`src/rtl/uart_pkg.sv`:
```
// Shared types and helpers for the oversampling UART blocks.
package uart_pkg;

  typedef enum logic [1:0] {
    PAR_NONE = 2'd0,
    PAR_ODD  = 2'd1,
    PAR_EVEN = 2'd2
  } parity_e;

  typedef enum logic [2:0] {
    ST_IDLE,
    ST_START,
    ST_DATA,
    ST_PARITY,
    ST_STOP,
    ST_WAIT_HIGH
  } rx_state_e;

  // Expected parity bit for a word; narrower words are zero-extended, which leaves the XOR unchanged.
  function automatic logic parity_calc(input logic [8:0] data, input parity_e mode);
    return (mode == PAR_ODD) ? ~(^data) : (^data);
  endfunction

endpackage

```
`src/rtl/uart_baud_tick.sv`:
```
// Oversample tick divider: os_tick pulses one clk every CLK_DIV clks; clr realigns the phase.
module uart_baud_tick #(
  parameter int CLK_DIV = 27
) (
  input  logic clk,
  input  logic rst_n,
  input  logic clr,
  output logic os_tick
);

  localparam int W = (CLK_DIV > 1) ? $clog2(CLK_DIV) : 1;
  localparam logic [W-1:0] LAST = W'(CLK_DIV - 1);

  logic [W-1:0] cnt;

  always_ff @(posedge clk or negedge rst_n) begin
    if (!rst_n)                   cnt <= '0;
    else if (clr || cnt == LAST)  cnt <= '0;
    else                          cnt <= cnt + 1'b1;
  end

  assign os_tick = !clr && (cnt == LAST);

endmodule

```
`src/rtl/uart_rx_os.sv`:
```
// Oversampling UART receiver with parity/stop options, error flags and ready/valid output.
// Define UART_RX_MAJORITY_EN for 2-of-3 majority voting on each bit decision.
module uart_rx_os #(
  parameter int DATA_BITS = 8,
  parameter int PARITY    = 0,
  parameter int STOP_BITS = 1,
  parameter int OVS       = 16,
  parameter int CLK_DIV   = 27
) (
  input  logic                 clk,
  input  logic                 rst_n,
  input  logic                 rxd,
  output logic [DATA_BITS-1:0] rx_data,
  output logic                 rx_valid,
  input  logic                 rx_ready,
  output logic                 parity_err,
  output logic                 frame_err,
  output logic                 overrun,
  output logic                 busy
);
  import uart_pkg::*;

  localparam int OW = $clog2(OVS);
  localparam int BW = 4;
  localparam logic [OW-1:0] MID  = OW'(OVS / 2 - 1);
  localparam logic [OW-1:0] LAST = OW'(OVS - 1);
  localparam parity_e PMODE = parity_e'(PARITY);

  logic [1:0]           sync;
  logic                 rxd_s, os_tick, start_det, bit_s;
  rx_state_e            state;
  logic [OW-1:0]        os_cnt;
  logic [BW-1:0]        bit_cnt;
  logic [DATA_BITS-1:0] shreg;
  logic                 par_bit, ferr_acc, ferr_new, perr_new, last_stop, hs;

  always_ff @(posedge clk or negedge rst_n) begin
    if (!rst_n) sync <= 2'b11;
    else        sync <= {sync[0], rxd};
  end
  assign rxd_s = sync[1];

  assign start_det = (state == ST_IDLE) && !rxd_s;

  uart_baud_tick #(.CLK_DIV(CLK_DIV)) u_tick (
    .clk     (clk),
    .rst_n   (rst_n),
    .clr     (start_det),
    .os_tick (os_tick)
  );

`ifdef UART_RX_MAJORITY_EN
  // Two previous tick samples; the current tick's sample is rxd_s itself, so timing is unchanged.
  logic [1:0] hist;
  always_ff @(posedge clk or negedge rst_n) begin
    if (!rst_n)       hist <= 2'b11;
    else if (os_tick) hist <= {hist[0], rxd_s};
  end
  assign bit_s = (rxd_s & hist[0]) | (rxd_s & hist[1]) | (hist[0] & hist[1]);
`else
  assign bit_s = rxd_s;
`endif

  assign ferr_new  = ferr_acc | ~bit_s;
  assign perr_new  = (PARITY != 0) && (parity_calc(9'(shreg), PMODE) != par_bit);
  assign last_stop = (state == ST_STOP) && os_tick && (os_cnt == LAST) &&
                     (bit_cnt == BW'(STOP_BITS - 1));
  assign hs        = rx_valid & rx_ready;
  assign busy      = (state != ST_IDLE);

  always_ff @(posedge clk or negedge rst_n) begin
    if (!rst_n) begin
      state      <= ST_IDLE;
      os_cnt     <= '0;
      bit_cnt    <= '0;
      shreg      <= '0;
      par_bit    <= 1'b0;
      ferr_acc   <= 1'b0;
      rx_data    <= '0;
      rx_valid   <= 1'b0;
      parity_err <= 1'b0;
      frame_err  <= 1'b0;
      overrun    <= 1'b0;
    end else begin
      if (hs) begin
        rx_valid <= 1'b0;
        overrun  <= 1'b0;
      end
      // A frame completing against an unaccepted word is dropped; a same-cycle handshake makes room.
      if (last_stop) begin
        if (rx_valid && !rx_ready) overrun <= 1'b1;
        else begin
          rx_data    <= shreg;
          rx_valid   <= 1'b1;
          parity_err <= perr_new;
          frame_err  <= ferr_new;
        end
      end

      case (state)
        ST_IDLE: if (!rxd_s) begin
          state    <= ST_START;
          os_cnt   <= '0;
          bit_cnt  <= '0;
          ferr_acc <= 1'b0;
        end
        ST_WAIT_HIGH: if (rxd_s) state <= ST_IDLE;
        default: if (os_tick) begin
          os_cnt <= os_cnt + 1'b1;
          case (state)
            ST_START: if (os_cnt == MID) begin
              os_cnt <= '0;
              state  <= bit_s ? ST_IDLE : ST_DATA;
            end
            ST_DATA: if (os_cnt == LAST) begin
              os_cnt <= '0;
              shreg  <= {bit_s, shreg[DATA_BITS-1:1]};
              if (bit_cnt == BW'(DATA_BITS - 1)) begin
                bit_cnt <= '0;
                state   <= (PARITY != 0) ? ST_PARITY : ST_STOP;
              end else begin
                bit_cnt <= bit_cnt + 1'b1;
              end
            end
            ST_PARITY: if (os_cnt == LAST) begin
              os_cnt  <= '0;
              par_bit <= bit_s;
              state   <= ST_STOP;
            end
            ST_STOP: if (os_cnt == LAST) begin
              os_cnt   <= '0;
              ferr_acc <= ferr_new;
              if (bit_cnt == BW'(STOP_BITS - 1)) state <= ferr_new ? ST_WAIT_HIGH : ST_IDLE;
              else                               bit_cnt <= bit_cnt + 1'b1;
            end
            default: state <= ST_IDLE;
          endcase
        end
      endcase
    end
  end

endmodule

```
`config.mk`:
```
export PLATFORM = sky130hd
export DESIGN_NAME = uart_rx_os
export DESIGN_NICKNAME = d
export VERILOG_FILES = /design/src/rtl/uart_pkg.sv /design/src/rtl/uart_baud_tick.sv /design/src/rtl/uart_rx_os.sv
export SDC_FILE = /design/constraint.sdc
export NUM_CORES = 1
export LEC_CHECK = 0
export BUFFER_PORTS_ARGS = -buffer_cell sky130_fd_sc_hd__clkbuf_2
export CELL_PAD_IN_SITES_DETAIL_PLACEMENT = 2
export CELL_PAD_IN_SITES_GLOBAL_PLACEMENT = 2
export CORE_MARGIN = 2
export CORE_UTILIZATION = 42
export CTS_CLUSTER_DIAMETER = 40
export DETAILED_ROUTE_END_ITERATION = 6
export HOLD_SLACK_MARGIN = 0.15
export PLACE_DENSITY_LB_ADDON = 0.25
export SLEW_MARGIN = 0
export SYNTH_ARGS = -nofsm -noshare
export SYNTH_HDL_FRONTEND = slang
export SYNTH_HIERARCHICAL = 1
export SYNTH_SLANG_ARGS = --single-unit
```
`constraint.sdc`:
```
create_clock -name clk -period 6.2 [get_ports clk]
set_input_delay 0.31 -clock clk [delete_from_list [all_inputs] [get_ports clk]]
set_output_delay 0.31 -clock clk [all_outputs]
set_load 0.05 [all_outputs]
```
==> flow_summary.ini <==
[clocking]
clk_pin_slew_worst_paths_ns = 0.08
cts_buffer_depth = 2
worst_skew_pair.late_latency_ns = 0.29
cts_tree = yes
clock-sinks = 38
htreeDepth = 2
cts_made_buffers = 5
cts_root_buf = clkbuf_8
postCtsSetupBuffers = 0
cts.repair.resized = 0

[yosys]
synth_top_area_share_pct = 43.43
synthTopCellsByArea = dfrtp_1, mux2_2, ha_1
yosysMostFrequentCell = dfrtp_1
synth.cell_area_um2 = 2074
ys_warn_count = 6
syn_avg_cell_area_um2 = 10.92
seq_area_frac_synth_pct = 45.96
synth-edff-count = 0
yosysUniqueCellTypes = 54
ys_top_cells_by_count = dfrtp_1, mux2_2, inv_1
syn_nets = 199
synth-async-reset-ratio_pct = 100.0
yosys.area.top_type = dfrtp_1
synth_ff_type = dfrtp_1
synth_cells = 190
synth-seq-cells = 38

[sta]
fmax_mhz = 306.5
rsz0062_at_grt = false
final-setup-viol-count = 0
skew_ns = 0.004500
finalHoldViolations = 0
report.final.slew_viol_count = 0
period_needed_ns = 3.263
setup_tns_ns = 0
timing.final.crit_share_pct = 52.63
slew_headroom_pct = 35.17
worst-slew-pin-transition_ns = 0.9724

[cells_and_area]
synthToLayoutAreaGrowth_pct = 9.107
fin_cells = 271
fin_nets = 212
antenna_cells = 0
nFillCells = 505
drive_above_1_share_pct = 26.47

[route]
drc_errors = 0
vias_per_cell = 5.646
drt-total-wl_mm = 4.918
wl_met1_mm = 2.172
detail-route-antenna-nets = 0
vias = 1530
detail_route.wl_per_cell_um = 18.15
drtIter0Drc = 44
firstDrtPassIters = 4
wl_met3_um = 120
wl_met2_mm = 2.566
top_layer = met4

[floorplan]
die_area_um2 = 5518
die_w_um = 74.28
coreArea_um2 = 4755
rows = 25
die_y_um = 74.28
start_util_pct = 43.63
io_pins = 17

[global_route]
antenna_found_initial = 0
first_global_vias = 1585
grt_max_degree = 39
grt_use_total_pct = 19.88
grt_pass1_wl_mm = 8.169
grt_overflow_total = 0

[power_and_ir_drop]
ir_drop_v = 0.0001540
power_density_nw_per_um2 = 192.8
leakage_nw = 1.028

[critical_path]
critPathLaunchType = flip-flop
reg2reg_setup_slack_ns = 2.94
path_max_fanout = 19
cp_data_required_time_ns = 6.38
critPathBufInv = 0
cp_top_family = simple AND/OR/NAND/NOR gates
cp_cell_sequence = or3_1 > nor2_1 > nor2b_1 > nand2b_1 > o211ai_1 > or4_1 > and3_1
worstSetupPathType = reg2reg
critPathArrivalTime_ns = 3.44
slowest_delay_ns = 0.71
critPathSlowestCell = dfrtp_1
setup.worst_path.end_class = flip-flop

[place]
io_buffers = 15
hpwl_mm = 3.552
placed_cells = 262
gp_congestion = 0.8085

[flow_run]
drv_cap = 0

[worst_hold_path]
hp-class = in2async

[outcome]
status = complete, no violations
## layer usage
| layer | up-vias | GRT usage (%) |
|---|---|---|
| met5 | - | 0 |
| met4 | 0 | 6.944 |
| met3 | 5 | 3.252 |
| met2 | 20 | 34.03 |
| met1 | 787 | 25.65 |
| li1 | 718 | - |
## state kept, by name, summed over array words and instances (netlist names)
signal      count
rx_data         8
shreg           8
u_tick/cnt      5
bit_cnt         4
os_cnt          4
state           3
sync            2
ferr_acc        1
frame_err       1
overrun         1
rx_valid        1
## cell type report
class                   count  area, um2  share of cell area, %
clock inverters             2      12.51                 0.5528
well taps                  67      83.83                  3.704
flip-flops and latches     38      953.4                  42.12
clock buffers               6      82.58                  3.648
multi-input cells         127      989.7                  43.73
repair buffers             16      85.08                  3.759
inverters                  15      56.30                  2.488
## path summary, 6_finish.rpt
kind / from / to / depth (start not counted)
hold reg to reg: sync[0] / sync[1] / 0
setup reg to reg: state[1] / state[0] / 7
min in group clk: rx_ready / overrun / 2
setup / recovery: state[1] / state[0] / 7
max in group asynchronous: rst_n / ferr_acc / 1
hold / removal: rst_n / bit_cnt[3] / 1
## stage by stage
step                      utilization [%]  total power, mW  worst slack, ns  cell area [um2]  hold slack [ns]
after floorplan                         -           0.2573            3.461             2074          0.01441
after global placement              45.39           0.2632            3.242             2158           0.3464
after detailed placement            45.39           0.2636            3.043             2158           0.3485
after CTS                           47.61           0.4456            3.014             2263           0.1949
after global routing                47.61           0.4537            2.690             2263           0.2193
final                               47.61           0.4364            2.937             2263           0.1659
## report_power, final
group          switching, mW  internal (mW)  total (mW)
clock                 0.0882         0.0894       0.178
combinational        0.00750        0.00161     0.00911
sequential          0.000870          0.249       0.250
total                 0.0965          0.340       0.436
## kinds of logic (layout without fill, tap and decap cells)
kind of cell,count (synthesis),in the layout,share of synthesized area (%)
other,1,1,0.1808
adder cells (fa/ha/maj),5,5,3.016
buffers and inverters,25,39,6.332
XOR/XNOR,3,3,1.267
flip-flops,38,38,45.96
multiplexers,19,19,10.19
AO/OA/AOI/OAI,40,40,14.05
AND/OR/NAND/NOR,59,59,19.00
## worst register-to-register path, delay by kind of cell, from the launching register on
family / cells / cell delay, ns
and+or+nand+nor: 6 / 2.28
DFF: 1 / 0.71
AOI/OAI and AO/OA: 1 / 0.18
## timing repair
action / 4_1_cts / 5_1_grt
endpoints found under the setup margin: 0 / 0
hold buffers: 1 / 0
hold endpoints to repair: 1 / 0
## cells in the final DEF, fill, tap and decap left out, types with 3 or more instances in the layout
| master | instances |
|---|---|
| a21oi_1 | 4 |
| nor2_1 | 8 |
| nor3_1 | 5 |
| dfrtp_1 | 36 |
| and3b_1 | 3 |
| nor2b_1 | 3 |
| mux2_2 | 17 |
| o21ai_0 | 9 |
| clkbuf_2 | 15 |
| inv_1 | 15 |
| and3_1 | 4 |
| nand2_1 | 5 |
| clkbuf_8 | 6 |
| o22ai_1 | 3 |
| nand3_1 | 6 |
| ha_1 | 5 |
| o31ai_1 | 4 |
| xnor2_1 | 3 |
| and2_1 | 3 |
| nand2b_1 | 5 |
(Power assumes the default switching activity.)
